File: src/rtl/stack_sequencer.sv
// -----------------------------------------------------------------------------
// stack_sequencer
//
// Command-driven initiator for the processor's LIFO stack. It accepts RPN
// commands from instruction decode and turns each one into a short sequence
// of push/pop strobes on the stack. Push and pop are never asserted together.
//
// Commands (cmd_op):
//   000 NOP   - accepted, nothing happens
//   001 PUSH  - push cmd_imm (overflow error if the stack is full)
//   010 POP   - pop top into result (underflow error if empty)
//   011 ADD   - B + A
//   100 SUB   - B - A
//   101 AND   - B & A
//   110 OR    - B | A
//   111 MUL   - low width bits of B * A when STACK_SEQ_MUL_EN is defined,
//               otherwise an illegal opcode (err_code 11, no stack access)
//   A is the former top of stack, B the entry below it. Binary ops pop both
//   operands and push the result. If only one entry exists, it is pushed back
//   and an underflow error is reported, so the stack is unchanged.
//
// Build option:
//   STACK_SEQ_MUL_EN - enables the MUL opcode (and the multiplier).
//
// Ports:
//   clk           clock, all state on rising edge
//   resetN        asynchronous active-low reset
//   cmd_valid     command present
//   cmd_ready     high only in IDLE; accept = cmd_valid & cmd_ready
//   cmd_op        opcode
//   cmd_imm       immediate for PUSH
//   stk_push      push strobe to stack
//   stk_pop       pop strobe to stack
//   stk_data_in   value to push
//   stk_data_out  stack output register, valid the cycle after a pop
//   stk_full      stack full
//   stk_empty     stack empty
//   result        last popped / computed value
//   result_valid  one-cycle pulse, result updated
//   err           one-cycle pulse, command aborted
//   err_code      01 underflow, 10 overflow, 11 illegal op; held until next err
// -----------------------------------------------------------------------------
module stack_sequencer #(
  parameter int width = 8
) (
  input  logic             clk,
  input  logic             resetN,
  input  logic             cmd_valid,
  output logic             cmd_ready,
  input  logic [2:0]       cmd_op,
  input  logic [width-1:0] cmd_imm,
  output logic             stk_push,
  output logic             stk_pop,
  output logic [width-1:0] stk_data_in,
  input  logic [width-1:0] stk_data_out,
  input  logic             stk_full,
  input  logic             stk_empty,
  output logic [width-1:0] result,
  output logic             result_valid,
  output logic             err,
  output logic [1:0]       err_code
);

  localparam logic [2:0] OP_NOP  = 3'b000;
  localparam logic [2:0] OP_PUSH = 3'b001;
  localparam logic [2:0] OP_POP  = 3'b010;
  localparam logic [2:0] OP_ADD  = 3'b011;
  localparam logic [2:0] OP_SUB  = 3'b100;
  localparam logic [2:0] OP_AND  = 3'b101;
  localparam logic [2:0] OP_OR   = 3'b110;
  localparam logic [2:0] OP_MUL  = 3'b111;

  localparam logic [1:0] ERR_UNDER   = 2'b01;
  localparam logic [1:0] ERR_OVER    = 2'b10;
  localparam logic [1:0] ERR_ILLEGAL = 2'b11;

  typedef enum logic [2:0] {
    S_IDLE,
    S_PUSH,
    S_POP,
    S_POPW,
    S_POPA,
    S_POPB,
    S_EXEC,
    S_RESTORE
  } state_t;

  state_t           state;
  state_t           state_nxt;

  logic [2:0]       op_q;
  logic [width-1:0] imm_q;
  logic [width-1:0] opa_q;

  logic             accept;
  logic             opa_ld;
  logic             res_ld;
  logic [width-1:0] res_nxt;
  logic             err_set;
  logic [1:0]       err_code_nxt;

  // Binary ALU: b is the deeper entry, a the former top. Wraps mod 2^width.
  function automatic logic [width-1:0] alu_f(input logic [2:0]       op,
                                             input logic [width-1:0] b,
                                             input logic [width-1:0] a);
    logic [width-1:0] r;
    r = '0;
    case (op)
      OP_ADD:  r = b + a;
      OP_SUB:  r = b - a;
      OP_AND:  r = b & a;
      OP_OR:   r = b | a;
`ifdef STACK_SEQ_MUL_EN
      OP_MUL:  r = b * a;
`endif
      default: r = '0;
    endcase
    return r;
  endfunction

  // Next state, strobes and register-load controls. Strobes depend only on
  // the current state and the stack status flags, never on the command inputs.
  always_comb begin
    state_nxt    = state;
    cmd_ready    = 1'b0;
    stk_push     = 1'b0;
    stk_pop      = 1'b0;
    stk_data_in  = '0;
    accept       = 1'b0;
    opa_ld       = 1'b0;
    res_ld       = 1'b0;
    res_nxt      = '0;
    err_set      = 1'b0;
    err_code_nxt = ERR_UNDER;

    unique case (state)
      S_IDLE: begin
        cmd_ready = 1'b1;
        if (cmd_valid) begin
          accept = 1'b1;
          case (cmd_op)
            OP_NOP:  state_nxt = S_IDLE;
            OP_PUSH: state_nxt = S_PUSH;
            OP_POP:  state_nxt = S_POP;
            OP_ADD:  state_nxt = S_POPA;
            OP_SUB:  state_nxt = S_POPA;
            OP_AND:  state_nxt = S_POPA;
            OP_OR:   state_nxt = S_POPA;
            OP_MUL: begin
`ifdef STACK_SEQ_MUL_EN
              state_nxt = S_POPA;
`else
              // Reported straight from IDLE so the pulse lands one cycle
              // after accept without touching the stack.
              err_set      = 1'b1;
              err_code_nxt = ERR_ILLEGAL;
`endif
            end
            default: state_nxt = S_IDLE;
          endcase
        end
      end

      S_PUSH: begin
        if (stk_full) begin
          err_set      = 1'b1;
          err_code_nxt = ERR_OVER;
        end else begin
          stk_push    = 1'b1;
          stk_data_in = imm_q;
        end
        state_nxt = S_IDLE;
      end

      S_POP: begin
        if (stk_empty) begin
          err_set      = 1'b1;
          err_code_nxt = ERR_UNDER;
          state_nxt    = S_IDLE;
        end else begin
          stk_pop   = 1'b1;
          state_nxt = S_POPW;
        end
      end

      S_POPW: begin
        res_ld    = 1'b1;
        res_nxt   = stk_data_out;
        state_nxt = S_IDLE;
      end

      S_POPA: begin
        if (stk_empty) begin
          err_set      = 1'b1;
          err_code_nxt = ERR_UNDER;
          state_nxt    = S_IDLE;
        end else begin
          stk_pop   = 1'b1;
          state_nxt = S_POPB;
        end
      end

      S_POPB: begin
        // stk_data_out now holds A; keep it while B is popped.
        opa_ld = 1'b1;
        if (stk_empty) begin
          state_nxt = S_RESTORE;
        end else begin
          stk_pop   = 1'b1;
          state_nxt = S_EXEC;
        end
      end

      S_EXEC: begin
        stk_push    = 1'b1;
        stk_data_in = alu_f(op_q, stk_data_out, opa_q);
        res_ld      = 1'b1;
        res_nxt     = stk_data_in;
        state_nxt   = S_IDLE;
      end

      S_RESTORE: begin
        // Only one operand was present: put it back so the net effect on the
        // stack is nil, then report underflow.
        stk_push     = 1'b1;
        stk_data_in  = opa_q;
        err_set      = 1'b1;
        err_code_nxt = ERR_UNDER;
        state_nxt    = S_IDLE;
      end

      default: state_nxt = S_IDLE;
    endcase
  end

  // ---- control / status registers (async reset) ----
  always_ff @(posedge clk or negedge resetN) begin
    if (!resetN) begin
      state        <= S_IDLE;
      op_q         <= OP_NOP;
      result       <= '0;
      result_valid <= 1'b0;
      err          <= 1'b0;
      err_code     <= 2'b00;
    end else begin
      state        <= state_nxt;
      result_valid <= res_ld;
      err          <= err_set;
      if (accept)  op_q     <= cmd_op;
      if (res_ld)  result   <= res_nxt;
      if (err_set) err_code <= err_code_nxt;
    end
  end

  // ---- operand holding registers (data only, no reset) ----
  always_ff @(posedge clk) begin
    if (accept) imm_q <= cmd_imm;
    if (opa_ld) opa_q <= stk_data_out;
  end

endmodule

File: config.mk
export PLATFORM = sky130hd
export DESIGN_NAME = stack_sequencer
export DESIGN_NICKNAME = d
export VERILOG_FILES = /design/src/rtl/stack_sequencer.sv
export SDC_FILE = /design/constraint.sdc
export NUM_CORES = 1
export LEC_CHECK = 0
export CORE_MARGIN = 1.5
export CORE_UTILIZATION = 47
export DETAILED_ROUTE_END_ITERATION = 16
export PLACE_DENSITY = 0.74
export SYNTH_ARGS = -nofsm -noshare
export SYNTH_HDL_FRONTEND = slang
export SYNTH_SLANG_ARGS = --single-unit
File: constraint.sdc
create_clock -name clk -period 3.2 [get_ports clk]
set_input_delay 0.64 -clock clk [delete_from_list [all_inputs] [get_ports clk]]
set_output_delay 0.64 -clock clk [all_outputs]
set_load 0.005 [all_outputs]
==> impl_metrics.py <==
metrics = {
    "global_routing": {
        "antenna_found_initial": 0,
        "grt_pass1_vias": 2305,
        "grt_usage_pct": 27.84,
        "grt_pass1_wl_mm": 11.27,
        "grt_overflow": 0,
        "grt_max_degree": 19,
    },
    "critical_path": {
        "reg2reg_slack_ps": -330,
        "cp-end-kind": "output pin",
        "crit_type": "reg2out",
        "cp-start-kind": "register",
        "worstReg2RegEnd": "result[3]$_DFFE_PN0P_",
        "r2r-start": "op_q[1]$_DFFE_PN0P_",
        "crit_end": "stk_data_in[7]",
        "cp_cell_sequence": "nor3b_4 -> nor2_2 -> xnor2_1 -> ha_1 -> buf_6 -> nand3b_1 -> a211o_1 -> nor3b_2 -> mux2i_2 -> nand2_1 -> buf_2",
        "crit_slowest_cell": "dfrtp_1",
        "reg2reg_depth": 19,
        "crit_path_max_fanout": 4,
        "max_stage_delay_ps": 410,
        "cp-startpoint": "op_q[1]$_DFFE_PN0P_",
        "critPathRequiredTime_ps": 2560,
        "arrival_ps": 2900,
    },
    "timing": {
        "setup_slack_ps": -337.4,
        "max_slew_margin_pct": 31.64,
        "post-route-min-period_ps": 3537,
        "period_share_pct": 110.5,
        "worst_hold_slack_ps": 490.4,
        "worst_pin_slew_ps": 1022,
        "rsz0062_at_grt": "true",
        "final_hold_viol_count": 0,
        "setup_violations": 8,
        "max_freq_mhz": 282.7,
        "slew_viol_final": 0,
        "fin_skew_ps": 10.06,
        "finalSetupTns_ps": -2023,
    },
    "floorplanning": {
        "dieArea_um2": 5291,
        "die-width_um": 72.74,
        "core-area_um2": 4692,
        "num_rows": 25,
        "fp.dieH_um": 72.74,
        "initial_core_util_pct": 48.72,
        "ios": 47,
    },
    "hold_path": {
        "hold_path_class": "reg2reg",
        "worstHoldStart": "err_code[0]$_DFFE_PN0P_",
    },
    "clocking": {
        "root_buffer": "clkbuf_8",
        "cts_tree": "built",
        "clock_latency_ps": 300,
        "clockBufferDepth": 2,
        "htreeDepth": 2,
        "clkSinkCount": 34,
        "cts_buffers": 5,
        "clk_pin_slew_ps": 80,
    },
    "pwr": {
        "clock_power_share_pct": 11.5,
        "peakVddDrop_mv": 0.4963,
        "p_per_area_nw_per_um2": 810.5,
        "p_int_mw": 1.730,
        "p_sw_share_pct": 39.92,
        "p_leak_nw": 1.502,
        "power_frac_comb_pct": 63.0,
        "power_frac_seq_pct": 25.6,
        "p_switching_mw": 1.150,
    },
    "route": {
        "vias": 2354,
        "drt_first_pass_iters": 5,
        "post_drt_wl_per_cell_um": 18.30,
        "routed_wl_mm": 7.229,
        "initialDrtViolationCount": 273,
        "drc": 0,
        "ant_nets": 0,
        "vias_per_cell": 5.959,
    },
    "run_status": {
        "outcome": "complete, but fails checks",
        "violations": "setup timing",
    },
    "run": {
        "drv_cap": 0,
    },
    "place": {
        "dpl_worst_slack_ps": -727.6,
        "placed_area_um2": 3107,
        "port-buffer-count": 46,
        "place_hpwl_mm": 4.790,
        "place_congestion": 0.8766,
    },
    "finish": {
        "nets": 375,
        "mostFrequentLayoutCell": "buf_4",
        "syn2layout_area_growth_pct": 55.45,
        "finalInstanceArea_um2": 3553,
        "antenna_cells": 0,
        "final_layout_size_suffix_gt1_share_pct": 35.78,
        "layout_common_cells": "62 x buf_4, 38 x clkdlybuf4s50_1, 18 x dfrtp_1",
        "utilization_pct": 75.73,
    },
    "logic_synthesis": {
        "synth_edf_count": 16,
        "netlist_area_um2": 2286,
        "synth_ff_type": "dfrtp_1",
        "synth-async-reset-ratio_pct": 52.94,
        "synth_cell_types": 51,
        "syn-mean-instance-area_um2": 10.07,
        "yosys_warnings": 0,
        "synth_fp_nets": 262,
        "seq_area_frac_synth_pct": 40.72,
        "ys_ff_latch": 34,
        "syn_inst": 227,
    },
}
==> synth_stat cells (all sizes together) (2+ instances only) <==
cell type | number | area [um2]
nor2b | 4 | 25.02
o32ai | 2 | 17.52
nand2 | 17 | 63.81
a21oi | 17 | 85.08
ha | 10 | 125.1
and2 | 3 | 18.77
a21o | 4 | 30.03
a22oi | 2 | 15.01
a221oi | 4 | 35.03
nor2 | 18 | 67.56
a22o | 7 | 61.31
nor3b | 6 | 56.31
xnor2 | 6 | 52.55
a21boi | 2 | 15.02
dfrtp | 18 | 450.4
o21ai | 10 | 65.07
a221o | 11 | 110.1
nand3 | 5 | 25.02
nand3b | 3 | 22.52
mux2 | 3 | 33.78
and3 | 2 | 12.51
buf | 5 | 30.02
and3b | 2 | 17.52
edfxtp | 16 | 480.5
o211ai | 3 | 22.52
inv | 8 | 30.03
o22ai | 3 | 18.77
nand2b | 4 | 25.02
a31oi | 3 | 18.77
mux2i | 3 | 30.03
xor2 | 5 | 43.79
nor3 | 5 | 30.03
clkbuf | 4 | 15.01
nor4b | 2 | 17.52
==> through the flow <==
stage | total power [mW] | instances
finish | 2.880 | 395
global placement | 2.205 | 363
CTS | 2.708 | 393
global route | 3.051 | 395
detailed placement | 2.232 | 363
floorplan | 1.597 | 227
==> layer usage <==
layer / vias to the layer above / wire (um) / GRT usage, % / part of all wire [%]
li1: 1095 / - / - / -
met1: 1139 / 3182 / 38.99 / 44
met2: 104 / 3495 / 45.16 / 48
met3: 16 / 411 / 3.039 / 5.7
met4: 0 / 140 / 9.224 / 1.9
met5: - / 0 / 0 / 0
==> area by class of cell <==
type / count / area, um2
tap: 54 / 67.56
clock inverter: 3 / 21.27
sequential: 34 / 930.9
clock buffer: 5 / 68.82
multi-input combinational: 176 / 1458
fill: 330 / 1139
inverter: 8 / 30.03
timing repair buffer: 115 / 977.2
==> worst max-delay path, delay by kind of cell, from the launching register on <==
kind | cells | cell delay (ps)
multiplexers | 1 | 240
AND/OR/NAND/NOR | 5 | 860
flip-flops | 1 | 410
AO/OA/AOI/OAI | 1 | 320
buffers and inverters | 2 | 260
adder cells (fa/ha/maj) | 1 | 360
XOR/XNOR | 1 | 140
==> power by group through the flow <==
stage	clock [mW]	combinational, mW	sequential [mW]
after global placement	0	1.47	0.732
after CTS	0.333	1.65	0.730
after detailed placement	0	1.50	0.736
after global routing	0.348	1.95	0.749
final	0.330	1.81	0.737
after floorplan	0	0.878	0.719
==> cell families (layout without fill, tap and decap cells) <==
kind of cell	after synthesis	in the layout	share of synthesized area (%)
compound gates	74	74	24.19
fa+ha+maj	11	11	6.349
buf+inv	17	131	3.284
simple gates	74	74	18.45
flops	34	34	40.72
mux	6	6	2.791
xor+xnor	11	11	4.214
==> timing repair <==
item / CTS / global route
resized for setup: 48 / 24
buffers inserted: 23 / 2
hold buffers: 0 / 0
cloned: 0 / 0
setup endpoints to repair: 8 / 9
pin swaps: 26 / 22
==> worst min-delay path by stage <==
| stage | to | cells past startpoint | slack [ps] |
|---|---|---|---|
| 3_3_place_gp | err_code[0]$_DFFE_PN0P_ | 1 | 470 |
| 3_5_place_dp | err_code[0]$_DFFE_PN0P_ | 1 | 480 |
| 4_1_cts | err_code[0]$_DFFE_PN0P_ | 1 | 500 |
| 5_1_grt | err_code[0]$_DFFE_PN0P_ | 1 | 510 |
| 2_1_floorplan | err$_DFF_PN0_ | 0 | 340 |
| 6_report | err_code[0]$_DFFE_PN0P_ | 1 | 490 |
==> state kept, by name, summed over array words and instances, names as in the netlist <==
register,flops
err,1
err_code,2
imm_q,8
op_q,3
opa_q,8
result,8
result_valid,1
state,3
Note: power is estimated with default switching activity, not from simulation.
